<file path="src/rtl/calc_pkg.sv">
// +----------------------------------------------------------------------+
// | calc_pkg : state encoding and width constants shared by the          |
// |            calculator datapath control (seq_divider, shift_mult)     |
// | Rev 1.0                                                              |
// +----------------------------------------------------------------------+
`default_nettype none

package calc_pkg;

  localparam int unsigned DIV_WIDTH = 32;
  localparam int unsigned DIV_CNT_W = $clog2(DIV_WIDTH);
  localparam logic [DIV_WIDTH-1:0] DIV_MIN = {1'b1, {(DIV_WIDTH-1){1'b0}}};

  typedef logic [1:0] calc_state_t;

  localparam calc_state_t ST_IDLE = 2'd0;
  localparam calc_state_t ST_CALC = 2'd1;
  localparam calc_state_t ST_FIX  = 2'd2;
  localparam calc_state_t ST_ZDIV = 2'd3;

endpackage

`default_nettype wire

</file>
<file path="src/rtl/div_step.sv">
// +----------------------------------------------------------------------+
// | div_step : one combinational radix-2 restoring step on magnitudes    |
// | Rev 1.0                                                              |
// +----------------------------------------------------------------------+
`default_nettype none

module div_step #(
  parameter int WIDTH = 32
) (
  input  logic [WIDTH:0]   rem_i,
  input  logic [WIDTH-1:0] quo_i,
  input  logic [WIDTH:0]   dvsr_i,
  output logic [WIDTH:0]   rem_o,
  output logic [WIDTH-1:0] quo_o
);

  logic [WIDTH+1:0] w_shift;
  logic [WIDTH+1:0] w_trial;

  // Extra top bit keeps the trial subtraction sign exact for a 2^(WIDTH-1) divisor.
  assign w_shift = {rem_i, quo_i[WIDTH-1]};
  assign w_trial = w_shift - {1'b0, dvsr_i};

  always_comb begin
    rem_o = w_trial[WIDTH:0];
    quo_o = {quo_i[WIDTH-2:0], 1'b1};
    if (w_trial[WIDTH+1]) begin
      rem_o = w_shift[WIDTH:0];
      quo_o = {quo_i[WIDTH-2:0], 1'b0};
    end
  end

endmodule

`default_nettype wire

</file>
<file path="src/rtl/seq_divider.sv">
// +----------------------------------------------------------------------+
// | seq_divider : sequential signed restoring divider, one bit per clock |
// | Rev 1.0                                                              |
// +----------------------------------------------------------------------+
`default_nettype none

module seq_divider
  import calc_pkg::*;
#(
  parameter int WIDTH = DIV_WIDTH
) (
  input  logic             clk,
  input  logic             reset,
  input  logic             start,
  input  logic [WIDTH-1:0] dividend,
  input  logic [WIDTH-1:0] divisor,
  output logic [WIDTH-1:0] quotient,
  output logic [WIDTH-1:0] remainder,
  output logic             busy,
  output logic             done,
  output logic             div_by_zero,
  output logic             overflow
);

  localparam int CNT_W = $clog2(WIDTH);
  localparam logic [CNT_W-1:0] CNT_LAST = CNT_W'(WIDTH - 1);
  localparam logic [WIDTH-1:0] MIN_VAL = {1'b1, {(WIDTH-1){1'b0}}};

  calc_state_t      state_q, state_d;
  logic [CNT_W-1:0] cnt_q, cnt_d;
  logic [WIDTH:0]   rem_q, rem_d;
  logic [WIDTH-1:0] quo_q, quo_d;
  logic [WIDTH:0]   dvsr_q, dvsr_d;
  logic             neg_quo_q, neg_quo_d;
  logic             neg_rem_q, neg_rem_d;
  logic             ovf_pend_q, ovf_pend_d;
  logic [WIDTH-1:0] quotient_q, quotient_d;
  logic [WIDTH-1:0] remainder_q, remainder_d;
  logic             busy_q, busy_d;
  logic             done_q, done_d;
  logic             dbz_q, dbz_d;
  logic             ovf_q, ovf_d;

  logic [WIDTH-1:0] w_abs_dvd;
  logic [WIDTH-1:0] w_abs_dvs;
  logic [WIDTH:0]   w_step_rem;
  logic [WIDTH-1:0] w_step_quo;

  // Unsigned magnitude: MIN maps to 2^(WIDTH-1) without wrapping.
  assign w_abs_dvd = dividend[WIDTH-1] ? (~dividend + 1'b1) : dividend;
  assign w_abs_dvs = divisor[WIDTH-1]  ? (~divisor + 1'b1)  : divisor;

  div_step #(
    .WIDTH (WIDTH)
  ) u_div_step (
    .rem_i  (rem_q),
    .quo_i  (quo_q),
    .dvsr_i (dvsr_q),
    .rem_o  (w_step_rem),
    .quo_o  (w_step_quo)
  );

  always_comb begin
    state_d     = state_q;
    cnt_d       = cnt_q;
    rem_d       = rem_q;
    quo_d       = quo_q;
    dvsr_d      = dvsr_q;
    neg_quo_d   = neg_quo_q;
    neg_rem_d   = neg_rem_q;
    ovf_pend_d  = ovf_pend_q;
    quotient_d  = quotient_q;
    remainder_d = remainder_q;
    busy_d      = busy_q;
    done_d      = 1'b0;
    dbz_d       = dbz_q;
    ovf_d       = ovf_q;

    case (state_q)
      ST_IDLE: begin
        if (start) begin
          rem_d      = '0;
          quo_d      = w_abs_dvd;
          dvsr_d     = {1'b0, w_abs_dvs};
          neg_quo_d  = dividend[WIDTH-1] ^ divisor[WIDTH-1];
          neg_rem_d  = dividend[WIDTH-1];
          ovf_pend_d = (dividend == MIN_VAL) && (divisor == '1);
          dbz_d      = 1'b0;
          ovf_d      = 1'b0;
          busy_d     = 1'b1;
          cnt_d      = '0;
          state_d    = (divisor == '0) ? ST_ZDIV : ST_CALC;
        end
      end
      ST_CALC: begin
        rem_d = w_step_rem;
        quo_d = w_step_quo;
        cnt_d = cnt_q + 1'b1;
        if (cnt_q == CNT_LAST) begin
          state_d = ST_FIX;
        end
      end
      ST_FIX: begin
        quotient_d  = neg_quo_q ? (~quo_q + 1'b1) : quo_q;
        remainder_d = neg_rem_q ? (~rem_q[WIDTH-1:0] + 1'b1) : rem_q[WIDTH-1:0];
        ovf_d       = ovf_pend_q;
        done_d      = 1'b1;
        busy_d      = 1'b0;
        state_d     = ST_IDLE;
      end
      ST_ZDIV: begin
        // quo_q still holds |dividend|; re-signing it returns the dividend as remainder.
        quotient_d  = '1;
        remainder_d = neg_rem_q ? (~quo_q + 1'b1) : quo_q;
        dbz_d       = 1'b1;
        done_d      = 1'b1;
        busy_d      = 1'b0;
        state_d     = ST_IDLE;
      end
      default: begin
        state_d = ST_IDLE;
      end
    endcase
  end

  always_ff @(posedge clk or posedge reset) begin
    if (reset) begin
      state_q     <= ST_IDLE;
      cnt_q       <= '0;
      rem_q       <= '0;
      quo_q       <= '0;
      dvsr_q      <= '0;
      neg_quo_q   <= 1'b0;
      neg_rem_q   <= 1'b0;
      ovf_pend_q  <= 1'b0;
      quotient_q  <= '0;
      remainder_q <= '0;
      busy_q      <= 1'b0;
      done_q      <= 1'b0;
      dbz_q       <= 1'b0;
      ovf_q       <= 1'b0;
    end else begin
      state_q     <= state_d;
      cnt_q       <= cnt_d;
      rem_q       <= rem_d;
      quo_q       <= quo_d;
      dvsr_q      <= dvsr_d;
      neg_quo_q   <= neg_quo_d;
      neg_rem_q   <= neg_rem_d;
      ovf_pend_q  <= ovf_pend_d;
      quotient_q  <= quotient_d;
      remainder_q <= remainder_d;
      busy_q      <= busy_d;
      done_q      <= done_d;
      dbz_q       <= dbz_d;
      ovf_q       <= ovf_d;
    end
  end

  assign quotient    = quotient_q;
  assign remainder   = remainder_q;
  assign busy        = busy_q;
  assign done        = done_q;
  assign div_by_zero = dbz_q;
  assign overflow    = ovf_q;

endmodule

`default_nettype wire

</file>
<file path="config.mk">
export PLATFORM = sky130hd
export DESIGN_NAME = seq_divider
export DESIGN_NICKNAME = d
export VERILOG_FILES = /design/src/rtl/calc_pkg.sv /design/src/rtl/div_step.sv /design/src/rtl/seq_divider.sv
export SDC_FILE = /design/constraint.sdc
export NUM_CORES = 1
export LEC_CHECK = 0
export BUFFER_PORTS_ARGS = -buffer_cell sky130_fd_sc_hd__buf_2
export CAP_MARGIN = 20
export CORE_AREA = 3 3 142 144
export DETAILED_ROUTE_END_ITERATION = 6
export DIE_AREA = 0 0 145 147
export MAX_ROUTING_LAYER = met4
export PLACE_DENSITY = 0.86
export RECOVER_POWER = 50
export SLEW_MARGIN = 20
export SYNTH_ARGS = -nofsm -noshare
export SYNTH_HDL_FRONTEND = slang
export SYNTH_SLANG_ARGS = --single-unit
</file>
<file path="constraint.sdc">
create_clock -name clk -period 16.1 [get_ports clk]
set_input_delay 2.415 -clock clk [delete_from_list [all_inputs] [get_ports clk]]
set_output_delay 2.415 -clock clk [all_outputs]
set_load 0.05 [all_outputs]
</file>
==> results of run 1 <==
==> layer usage <==
layer	vias to the layer above	share of wire	track usage
li1	5323	-	-
met4	0	0.027	0.101
met3	84	0.071	0.0484
met2	555	0.49	0.520
met1	5468	0.41	0.400
met5	-	0	-
==> sequential cells by signal, summed over array words and instances (netlist names), 2 cells and up <==
signal	cells
quo_q	32
dvsr_q	32
remainder	32
cnt_q	5
state_q	2
rem_q	33
quotient	32
==> through the flow <==
step	area (sq um)	util
after floorplan	12200	-
after global placement	13000	0.688
after global routing	13500	0.716
after CTS	13600	0.720
final	13500	0.716
after detailed placement	13000	0.688
==> final cells by class <==
class / count / area, sq um
multi-input cells: 1115 / 7250
fillers: 1501 / 5340
flip-flops and latches: 175 / 4380
repair buffers: 146 / 699
clock buffers: 19 / 453
well taps: 260 / 325
inverters: 60 / 226
clock inverters: 13 / 151
diodes: 1 / 2.50
==> final timing paths <==
check | end | slack, ns | cells past startpoint
min | dvsr_q[5] | 0.48 | 2
min reg2reg | dvsr_q[5] | 0.48 | 2
max | dvsr_q[11] | 10.04 | 3
min in group asynchronous | quotient[24] | 2.80 | 2
max reg2reg | rem_q[32] | 10.50 | 6
max in group clk | rem_q[32] | 10.50 | 6
==> worst register-to-register path, stage by stage, from the launching register on <==
cell,delay (ns)
dfrtp_2,0.34
clkbuf_1,2.67
nand2b_1,0.71
clkbuf_1,1.14
nor2_1,0.09
o2111a_1,0.20
or3_1,0.33
==> power groups by stage <==
| stage | sequential [mW] | combinational [mW] | clock, mW |
|---|---|---|---|
| after floorplan | 0.940 | 1.46 | 0 |
| after global placement | 0.897 | 1.93 | 0 |
| after detailed placement | 0.905 | 1.97 | 0 |
| after CTS | 0.900 | 2.00 | 0.432 |
| after global routing | 0.934 | 2.21 | 0.453 |
| final | 0.913 | 2.01 | 0.430 |
==> Yosys cell counts (15+ instances only) <==
master,instances,area share
a21oi_1,81,0.033
dfrtp_1,175,0.36
nor2_1,73,0.022
ha_1,39,0.040
or3_1,24,0.012
nand2_1,149,0.046
nor4_1,16,0.0082
clkbuf_1,86,0.026
buf_1,15,0.0046
inv_1,60,0.018
xor2_1,128,0.092
o31ai_1,41,0.025
a22oi_1,27,0.017
nand3_1,107,0.044
o21ai_0,137,0.056
nand2b_1,26,0.013
xnor2_1,46,0.033
o211ai_1,16,0.0098
==> cell families (layout without fill, tap and decap cells) <==
kind of cell / after synthesis / in the layout / share of synthesized area
mux: 20 / 20 / 0.0187
compound gates: 387 / 387 / 0.202
other cells: 0 / 1 / 0
xor+xnor: 174 / 174 / 0.125
simple gates: 494 / 494 / 0.204
flops: 175 / 175 / 0.359
fa+ha+maj: 40 / 40 / 0.0416
buf+inv: 162 / 238 / 0.0499
==> impl_metrics.py, run 1 <==
metrics = {
    "run_status": {
        "status": "finished with violations",
        "violations": "capacitance limit, slew limit",
    },
    "pwr": {
        "p_leak_nw": 5.74,
        "pwr-share-comb": 0.599,
        "p_int_mw": 1.64,
        "powerDensity_nw_per_um2": 249,
        "irDropWorstVdd_uv": 120,
        "finalPower_mw": 3.35,
        "clkPwrFrac": 0.128,
        "switchingPower_mw": 1.71,
        "power_frac_seq": 0.272,
        "switching_share": 0.510,
    },
    "synthesis": {
        "synth.avg_cell_area_sq_um": 8.41,
        "synth_area_sq_um": 12200,
        "synth_cells": 1452,
        "ys_async_sr_fraction": 1.00,
        "ys_warn_count": 0,
        "ys_seq_area_frac": 0.359,
        "synth_edf_count": 0,
        "ys_types": 68,
        "ys.flop_type": "dfrtp_1",
        "syn_nets": 1559,
        "ys_ff_latch": 175,
    },
    "setup_path": {
        "slowest_stage": "clkbuf_1",
        "critical_path_peak_fanout": 67,
        "path_delay_family": "buffers and inverters",
        "crit_start": "reset",
        "critPathBufInv": 3,
        "cp-end-kind": "asynchronous set/reset pin",
        "cp.required_ns": 16.12,
        "path_class": "primary input to asynchronous set/reset pin",
        "path_cells": "buf_2 > clkinvlp_2 > clkbuf_1",
        "crit_arrival_ns": 6.08,
        "r2r-start": "state_q[1]",
        "slowest_delay_ns": 1.87,
        "start_kind": "primary input",
    },
    "routing": {
        "vias": 11400,
        "drtIter0Drc": 1258,
        "wirelength_um": 33100,
        "ant_nets": 0,
        "remaining_drc_errors": 0,
        "routed_via_density": 6.39,
        "routedWlPerCell_um": 18.5,
        "first_pass_iters": 6,
    },
    "timing": {
        "setup_violations": 0,
        "hold_violations": 0,
        "maxSlewViolCount": 231,
        "fin_setup_tns_ns": 0,
        "worst_slack_ns": 10.04,
        "whs_ns": 0.479,
        "timing.slew.headroom": -1.56,
        "period_share": 0.377,
        "rsz0062_at_grt": "no",
        "fmax_mhz": 165,
        "skew_ns": 0.00814,
        "tightest_slew_ns": 3.85,
        "min_period_ns": 6.06,
    },
    "finish": {
        "finalNetCount": 1622,
        "layout-drive-gt1-share": 0.123,
        "layout_common_cells": "dfrtp_1, nand2_1, o21ai_0, xor2_1, nand3_1",
        "syn2layout_area_growth_pct": 10.4,
        "final_common_cell": "dfrtp_1",
        "fin_cells": 1789,
    },
    "grt": {
        "grt_start_max_net_pins": 111,
        "grt_pass1_vias": 10700,
        "grt_first_pass_wirelength_um": 53800,
        "grt.total_usage": 0.314,
        "antenna_found_initial": 0,
        "grt_overflow": 0,
    },
    "floorplanning": {
        "io_pins": 135,
        "coreArea_sq_um": 18800,
        "fp.dieArea_sq_um": 21300,
        "die_w_um": 145,
        "initial_utilization": 0.649,
        "die-height_um": 147,
        "num_rows": 50,
    },
    "placed_design": {
        "dp_cells": 1756,
        "hpwl_um": 23000,
        "port_buffers": 134,
        "place_congestion": 0.955,
        "place_ws_ns": 10.57,
    },
    "worst_hold_path": {
        "hp-start": "dvsr_q[5]",
        "min_path_type": "register to register",
    },
    "clocking": {
        "cts_sinks": 175,
        "cts-resized-gates": 0,
        "cts_tree": "done",
        "worstSkewPairLatency_ns": 0.44,
        "htreeDepth": 4,
        "cts_hold_buf": 0,
        "clockBufferDepth": 2,
        "clkTransAtPathRegs_ns": 0.07,
        "cts_made_buffers": 17,
        "cts-root-buf": "clkbuf_16",
        "postCtsSetupBuffers": 0,
    },
    "job": {
        "cap_viol_max_count": 4,
    },
}
No activity file was read; power rests on OpenSTA's default activity.
==> run 2: changes to the inputs <==
--- a/config.mk
+++ b/config.mk
@@ -7,11 +7,11 @@
 export LEC_CHECK = 0
 export BUFFER_PORTS_ARGS = -buffer_cell sky130_fd_sc_hd__buf_2
 export CAP_MARGIN = 20
-export CORE_AREA = 3 3 142 144
+export CORE_AREA = 3 3 147 149
 export DETAILED_ROUTE_END_ITERATION = 6
-export DIE_AREA = 0 0 145 147
+export DIE_AREA = 0 0 150 152
 export MAX_ROUTING_LAYER = met4
-export PLACE_DENSITY = 0.86
+export PLACE_DENSITY = 0.81
 export RECOVER_POWER = 50
 export SLEW_MARGIN = 20
 export SYNTH_ARGS = -nofsm -noshare
==> constraint.sdc (replaced) <==
create_clock -name clk -period 6.3 [get_ports clk]
set_input_delay 0.945 -clock clk [delete_from_list [all_inputs] [get_ports clk]]
set_output_delay 0.945 -clock clk [all_outputs]
set_load 0.05 [all_outputs]
==> impl_metrics.py, run 2 (synthesis results as in run 1) <==
metrics = {
    "finish": {
        "fin_cells": 1799,
        "layout-drive-gt1-share": 0.129,
        "syn2layout_area_growth_pct": 10.6,
        "finalNetCount": 1623,
        "largest_register_ffs": 33,
        "regMostFlops": "rem_q",
        "layout_common_cells": "dfrtp_1, nand2_1, o21ai_0, xor2_1, nand3_1",
        "antennaDiodeCount": 0,
        "final_common_cell": "dfrtp_1",
    },
    "worst_hold_path": {
        "hp-start": "dvsr_q[19]",
        "min_path_type": "register to register",
        "whs_path_depth": 2,
        "whs_endpoint": "dvsr_q[19]",
    },
    "setup_path": {
        "critPathBufInv": 2,
        "path_cells": "buf_4 > or2_0 > buf_4 > nand3_1 > o211ai_1",
        "cp.required_ns": 6.64,
        "crit_top_cell": "buf_4",
        "reg2reg_depth": 5,
        "path_class": "register to register",
        "crit_arrival_ns": 5.09,
        "rrSetupSlack_ns": 1.55,
        "slowest_stage": "or2_0",
        "r2r-end": "rem_q[9]",
        "r2r-start": "state_q[0]",
        "crit_start": "state_q[0]",
        "critical_path_peak_fanout": 74,
        "slowest_delay_ns": 2.81,
        "start_kind": "register",
        "path_delay_family": "simple AND/OR/NAND/NOR gates",
        "cp-end-kind": "register",
    },
    "pwr": {
        "irDropWorstVdd_uv": 377,
        "pwr-share-comb": 0.605,
        "p_int_mw": 4.17,
        "switching_share": 0.514,
        "finalPower_mw": 8.58,
        "powerDensity_nw_per_um2": 635,
        "power_frac_seq": 0.270,
        "p_leak_nw": 5.75,
        "switchingPower_mw": 4.41,
        "clkPwrFrac": 0.125,
    },
    "grt": {
        "grt.total_usage": 0.302,
        "grt_first_pass_wirelength_um": 54800,
        "grt_start_max_net_pins": 93,
        "grt_pass1_vias": 10800,
        "grt_overflow": 0,
        "antenna_found_initial": 0,
    },
    "floorplanning": {
        "initial_utilization": 0.602,
        "num_rows": 52,
        "coreArea_sq_um": 20300,
        "fp.dieArea_sq_um": 22800,
        "die-height_um": 152,
        "die_w_um": 150,
        "io_pins": 135,
    },
    "routing": {
        "remaining_drc_errors": 0,
        "drtIter0Drc": 1048,
        "vias": 11300,
        "wirelength_um": 33700,
        "first_pass_iters": 6,
        "routed_via_density": 6.28,
        "ant_nets": 0,
        "routedWlPerCell_um": 18.8,
    },
    "placed_design": {
        "hpwl_um": 24000,
        "dp_cells": 1767,
        "place_ws_ns": 2.19,
        "port_buffers": 134,
        "place_congestion": 0.937,
    },
    "clocking": {
        "cts_tree": "done",
        "cts_sinks": 175,
        "clockBufferDepth": 2,
        "clkTransAtPathRegs_ns": 0.07,
        "htreeDepth": 4,
        "cts-resized-gates": 0,
        "cts_made_buffers": 17,
        "cts_hold_buf": 0,
        "cts-root-buf": "clkbuf_16",
        "worstSkewPairLatency_ns": 0.44,
        "postCtsSetupBuffers": 0,
    },
    "timing": {
        "min_period_ns": 4.75,
        "fmax_mhz": 211,
        "setup_violations": 0,
        "hold_violations": 0,
        "period_share": 0.754,
        "whs_ns": 0.477,
        "tightest_slew_ns": 4.06,
        "skew_ns": 0.0123,
        "rsz0062_at_grt": "no",
        "maxSlewViolCount": 286,
        "worst_slack_ns": 1.55,
        "fin_setup_tns_ns": 0,
        "timing.slew.headroom": -1.72,
    },
    "job": {
        "cap_viol_max_count": 4,
    },
    "run_status": {
        "status": "finished with violations",
        "violations": "capacitance limit, slew limit",
    },
}
## run 2: metal layers
metal	global-route usage	vias to the layer above	part of all wire
li1	-	5333	-
met3	0.0325	82	0.053
met2	0.471	431	0.48
met1	0.408	5448	0.43
met5	-	-	0
met4	0.112	0	0.033
## run 2: per-stage QoR
step,cell area [sq um],util
global route,13500,0.666
CTS,13600,0.668
finish,13500,0.666
detailed placement,13000,0.639
global placement,13000,0.639
floorplan,12200,-
## run 2: final cells by class
class / instances / area, sq um
multi-input combinational: 1115 / 7250
inverter: 60 / 226
sequential: 175 / 4380
clock inverter: 14 / 150
tap: 270 / 338
timing repair buffer: 147 / 726
fill: 1790 / 6790
clock buffer: 18 / 439
## run 2: power by group through the flow
stage | clock (mW) | sequential [mW] | combinational [mW]
final | 1.07 | 2.32 | 5.19
after global routing | 1.13 | 2.39 | 5.72
after CTS | 1.07 | 2.30 | 5.17
after detailed placement | 0 | 2.32 | 5.13
after global placement | 0 | 2.29 | 5.02
after floorplan | 0 | 2.40 | 3.72
## run 2: worst register-to-register path: stages (launching register included)
cell and delay, ns:
dfrtp_1 0.32, buf_4 0.43, or2_0 2.84, buf_4 0.80, nand3_1 0.17, o211ai_1 0.11
## run 2: how the worst max path moves through the flow
stage                end  slack (ns)  cells after the start
3_5_place_dp   quo_q[28]        2.19                      9
6_report        rem_q[9]        1.55                      5
4_1_cts        rem_q[31]        2.38                      9
3_3_place_gp   quo_q[22]        2.30                      9
5_1_grt         rem_q[9]        1.08                      5
2_1_floorplan       busy        0.61                      1
